$ cat src/rtl/fetch_unit.sv
// Instruction-fetch stage: owns the PC, reads instruction memory combinationally and
// registers instruction+PC into a valid/ready IF/ID stage. Optional macro FETCH_PERF_CNT_EN.
module fetch_unit #(
    parameter logic [31:0] RESET_PC = 32'h0000_0000,
    parameter int          IMEM_AW  = 10
) (
    input  logic        clk,
    input  logic        rst,
    input  logic        fetch_en,
    output logic [31:0] imem_addr,
    input  logic [31:0] imem_data,
    input  logic        branch_en,
    input  logic [31:0] branch_target,
    output logic        out_valid,
    input  logic        out_ready,
    output logic [31:0] out_instr,
    output logic [31:0] out_pc,
    output logic [31:0] out_pc_plus8
`ifdef FETCH_PERF_CNT_EN
    ,
    output logic [31:0] perf_fetched,
    output logic [31:0] perf_stalls
`endif
);

    typedef enum logic [1:0] {
        S_BOOT = 2'd0,
        S_RUN  = 2'd1,
        S_HOLD = 2'd2
    } state_t;

    localparam logic [31:0] PC_ALIGN = 32'hFFFF_FFFC;

    state_t      state;
    logic [31:0] pc;

    // Memory decodes only the low IMEM_AW bits of the word index, so fetch aliases.
    if (IMEM_AW < 1 || IMEM_AW > 30) begin : g_aw_check
        $error("fetch_unit: IMEM_AW out of range 1..30");
    end

    assign imem_addr    = {2'b00, pc[31:2]};
    assign out_pc_plus8 = out_pc + 32'd8;

    // PC, IF/ID register and state machine.
    always_ff @(posedge clk) begin
        if (rst) begin
            pc        <= RESET_PC & PC_ALIGN;
            out_valid <= 1'b0;
            out_instr <= 32'd0;
            out_pc    <= 32'd0;
            state     <= S_BOOT;
        end else begin
            case (state)
                S_BOOT: begin
                    if (branch_en) begin
                        pc <= branch_target & PC_ALIGN;
                    end
                    state <= S_RUN;
                end
                S_RUN, S_HOLD: begin
                    // Redirect drops both the held word and the word being read now.
                    if (branch_en) begin
                        pc        <= branch_target & PC_ALIGN;
                        out_valid <= 1'b0;
                        state     <= S_RUN;
                    end else if (out_valid && !out_ready) begin
                        state <= S_HOLD;
                    end else if (fetch_en) begin
                        out_instr <= imem_data;
                        out_pc    <= pc;
                        out_valid <= 1'b1;
                        pc        <= pc + 32'd4;
                        state     <= S_RUN;
                    end else begin
                        if (out_ready) begin
                            out_valid <= 1'b0;
                        end
                        state <= S_RUN;
                    end
                end
                default: begin
                    out_valid <= 1'b0;
                    state     <= S_BOOT;
                end
            endcase
        end
    end

`ifdef FETCH_PERF_CNT_EN
    // Handshake and stall counters, free-running with natural 32-bit wrap.
    always_ff @(posedge clk) begin
        if (rst) begin
            perf_fetched <= 32'd0;
            perf_stalls  <= 32'd0;
        end else begin
            if (out_valid && out_ready) begin
                perf_fetched <= perf_fetched + 32'd1;
            end
            if (out_valid && !out_ready) begin
                perf_stalls <= perf_stalls + 32'd1;
            end
        end
    end
`endif

endmodule

$ cat config.mk
export PLATFORM = sky130hd
export DESIGN_NAME = fetch_unit
export DESIGN_NICKNAME = d
export VERILOG_FILES = /design/src/rtl/fetch_unit.sv
export SDC_FILE = /design/constraint.sdc
export NUM_CORES = 1
export LEC_CHECK = 0
export CAP_MARGIN = 10
export CORE_ASPECT_RATIO = 0.6
export CORE_MARGIN = 2
export CORE_UTILIZATION = 47
export DETAILED_ROUTE_END_ITERATION = 8
export PLACE_DENSITY_LB_ADDON = 0.08
export SYNTH_ARGS = -nofsm -noshare
export SYNTH_HDL_FRONTEND = slang
export SYNTH_SLANG_ARGS = --single-unit
$ cat constraint.sdc
create_clock -name clk -period 3.85 [get_ports clk]
set_input_delay 0.5775 -clock clk [delete_from_list [all_inputs] [get_ports clk]]
set_output_delay 0.5775 -clock clk [all_outputs]
set_load 0.1 [all_outputs]
==> results.rst <==
.. list-table::
   :header-rows: 1

   * - Metric
     - Value
   * - Total setup buffers inserted after CTS
     - 0
   * - Worst-case register-to-register setup slack
     - 1.25 ns
   * - Leading cell types by total area after synthesis
     - sky130_fd_sc_hd__dfxtp_1 (39%), sky130_fd_sc_hd__nand2_1 (12%), sky130_fd_sc_hd__a21oi_1 (9.1%)
   * - Count of clock tree sinks
     - 95
   * - Cell accounting for the most synthesized area
     - sky130_fd_sc_hd__dfxtp_1
   * - Quantity of hold-fixing buffers added after cts
     - 0
   * - Vias in the first global route
     - a little under 5,000
   * - Max-slew violation count
     - 0
   * - Category of the worst setup path launch point
     - flop
   * - Global-route wire length before repair
     - roughly 24 mm
   * - Maximum fanout along the worst path
     - 7
   * - Complex-gate fraction of the synthesized area
     - between 15 and 20%
   * - CP endpoint kind
     - output port
   * - Area share of and/or/nand/nor cells after synthesis
     - about 28%
   * - Combinational family with the most area after synthesis
     - simple AND/OR/NAND/NOR gates
   * - Root Buffer Master
     - sky130_fd_sc_hd__clkbuf_16
   * - Result of the run
     - completed
   * - Total of warnings raised by yosys
     - 0
   * - Worst setup path category
     - flop to output port
   * - Final cycle utilization of the critical path
     - a little under nine tenths
   * - Drt pass-1 iters
     - 5
   * - Total number of vias
     - 5,293
   * - Count of filler cells inserted in the layout
     - about 800
   * - Hold crit path type
     - flop to flop
   * - Y dimension of the die
     - ~83 µm
   * - Cell variety after synth
     - 60
   * - Fraction of final layout cells sized beyond drive strength 1
     - around a tenth
   * - Global-route usage over all layers
     - ~27%
   * - #FFs+latches synth
     - 95
   * - Post-synthesis adder-cell area fraction
     - slightly above 1%
   * - DRC
     - 0
   * - Share of synthesized registers carrying an async set or reset
     - 0%
   * - Ant. Diodes
     - 0
   * - CTS Buffer Depth
     - 2
   * - Relative contribution of combinational cells to total power
     - about 28%
   * - Synthesized area divided by synthesized cell count
     - about 7.5 µm²
   * - MaxCap Viol Count
     - 0
   * - Worst Path Required
     - 3.27 ns
   * - Final-stage net count
     - around 880
   * - Transition at the pin with the smallest max-transition slack
     - ~1.0 ns
   * - Final TNS setup
     - 0 ns
   * - Antenna violations before repair
     - 0
   * - Pwr/cell area
     - about 380 nW/µm²
   * - Relative slew margins
     - between 30 and 40%
   * - Final RePlAce weighted congestion
     - around 0.83
   * - Switching fraction of total power
     - between 30 and 40%
   * - CTS buffer count
     - 9
   * - Multiplexer fraction of the synthesized cell area
     - less than 1%
   * - Layout Area Growth over Synthesis
     - 45.4%
   * - Core outline area
     - roughly 10000 µm²
   * - Final ANT Viol Nets
     - 0
   * - Post-detailed-placement cell area
     - between 6000 and 7000 µm²
   * - Boundary pin count
     - 198
   * - HPWL reported at the end of detailed placement
     - 10.6 mm
   * - Post-Place Setup Slack
     - 0.894 ns
   * - Part of the Yosys area used for sequential elements
     - around 39%
   * - Sw Pwr
     - between 0.9 and 1 mW
   * - Die Footprint
     - between 10,000 and 15,000 µm²
   * - Detail-routed net length per standard cell
     - 15.9 µm
   * - Dominant synthesized flop cell
     - sky130_fd_sc_hd__dfxtp_1
   * - Hold Violations, Final
     - 0
   * - Share of power burned in the clock network
     - a little over 30%
   * - Post-route design area
     - slightly above 7000 µm²
   * - Reg2reg path depth
     - 6
   * - Post-layout power
     - 2.66 mW
   * - Number of synthesized flops with an enable pin
     - 0
   * - Count of cells along the worst hold path
     - 2
   * - Worst supply voltage drop on vdd
     - about 0.00028 V
   * - Cell Area, Synth
     - approximately 4900 µm²
   * - Die span in x
     - around 140 µm
   * - Total setup violations reported at the end of the flow
     - 0
   * - Fraction of synthesized cell area in xor and xnor cells
     - between 4 and 5%
   * - Post-CTS sizing
     - 0
   * - Vias per cell
     - ~5.6
   * - Crit path DAT
     - around 2.7 ns
   * - Proportion of netlist area held by the largest area contributor
     - approximately two fifths
   * - Cell count after synthesis
     - between 600 and 700
   * - Clk_skew
     - just under 0.01 ns
   * - Number of I/O port buffers
     - roughly 190
   * - Sequential share of power
     - between 40% and 50%
   * - Max Fclk
     - around 0.3 GHz
   * - Post-Route WL
     - between 15 and 20 mm
   * - Effective utilization at floorplan
     - 48.8%
   * - DR iter-0 viols
     - 511
   * - Most common cell after layout, fill and taps aside
     - sky130_fd_sc_hd__clkdlybuf4s50_1
   * - Clock network latency to the later pin of the worst-skew pair
     - roughly 0.34 ns
   * - Leakage power figure
     - about 2.6 nW
   * - # rows
     - 28
   * - TritonCTS clock tree
     - yes
   * - Number of H-tree levels
     - 3
   * - RSZ-0062 raised after global routing
     - no
   * - Clock-pin slew on the worst setup and hold paths
     - 0.06 ns
   * - Least setup slack across all paths after layout
     - about 0.53 ns
   * - Most used cells in the layout excluding fill and tap cells
     - sky130_fd_sc_hd__clkdlybuf4s50_1 (163), sky130_fd_sc_hd__nand2_1 (162), sky130_fd_sc_hd__dfxtp_1 (95)
   * - Time the final worst path needs with I/O delays and setup
     - between 3 and 4 ns
   * - Cell Int Power
     - 1.67 mW
   * - GRT overflow
     - 0
   * - Pin count of the biggest net entering global routing
     - 103
-- stage by stage --
step	hold slack [ns]	utilization [%]	std cells
finish	0.453	71.0	944
global route	0.473	71.0	944
CTS	0.456	71.0	944
detailed placement	0.447	68.4	929
global placement	0.441	68.4	929
floorplan	0.626	-	654
-- routing by layer --
layer | part of all wire [%] | GRT usage, %
met1 | 42 | 34.9
met2 | 46 | 43.2
met3 | 9.9 | 7.57
met4 | 2.2 | 9.00
met5 | 0 | 0
-- Yosys cell counts (13+ instances only) --
cell,n
sky130_fd_sc_hd__nand2_1,162
sky130_fd_sc_hd__dfxtp_1,95
sky130_fd_sc_hd__a21oi_1,89
sky130_fd_sc_hd__clkbuf_1,28
sky130_fd_sc_hd__nor2_1,27
sky130_fd_sc_hd__nand3_1,24
sky130_fd_sc_hd__o21ai_0,21
sky130_fd_sc_hd__and3_1,14
sky130_fd_sc_hd__buf_2,14
sky130_fd_sc_hd__nand4_1,14
sky130_fd_sc_hd__xnor2_1,14
sky130_fd_sc_hd__inv_1,13
sky130_fd_sc_hd__xor2_1,13
-- power by group through the flow --
stage / Clock, mW / Combinational (mW) / Sequential [mW]
CTS: 0.825 / 0.753 / 1.10
finish: 0.805 / 0.753 / 1.10
global route: 0.858 / 0.786 / 1.11
global placement: 0 / 0.742 / 1.12
floorplan: 0 / 0.237 / 1.42
detailed placement: 0 / 0.751 / 1.12
-- flip-flops by register name (all words and copies together) (netlist names) --
register and count:
out_instr 32, out_pc 30, pc 30, state 2, out_valid 1
-- critical path, cell delays in order (launching register included) --
cell and delay [ns]:
sky130_fd_sc_hd__dfxtp_1 0.47, sky130_fd_sc_hd__and4_1 0.26, sky130_fd_sc_hd__nand3_1 0.14, sky130_fd_sc_hd__nor3_1 0.75, sky130_fd_sc_hd__nand2_1 0.22, sky130_fd_sc_hd__xnor2_2 0.23, sky130_fd_sc_hd__buf_4 0.33
-- area by class of cell --
| type | instances | area [µm²] | area share (%) |
|---|---|---|---|
| timing repair buffer | 196 | 1890 | 26.7 |
| sequential | 95 | 1900 | 26.8 |
| clock buffer | 12 | 236 | 3.34 |
| clock inverter | 3 | 21.3 | 0.300 |
| tap | 135 | 169 | 2.38 |
| inverter | 13 | 48.8 | 0.689 |
| multi-input combinational | 490 | 2820 | 39.7 |
-- cells by family after synthesis --
| family | Yosys count |
|---|---|
| compound gates | 158 |
| xor+xnor | 27 |
| fa+ha+maj | 4 |
| simple gates | 292 |
| buf+inv | 69 |
| mux | 3 |
| flops | 95 |
| other cells | 1 |
-- worst paths after layout --
check / to / startpoint
setup / recovery: out_pc_plus8[18] / out_pc[8]
hold / removal: out_instr[28] / out_instr[28]
setup reg to reg: pc[22] / pc[2]
hold reg to reg: out_instr[28] / out_instr[28]
No activity file was read; power rests on OpenSTA's default activity.
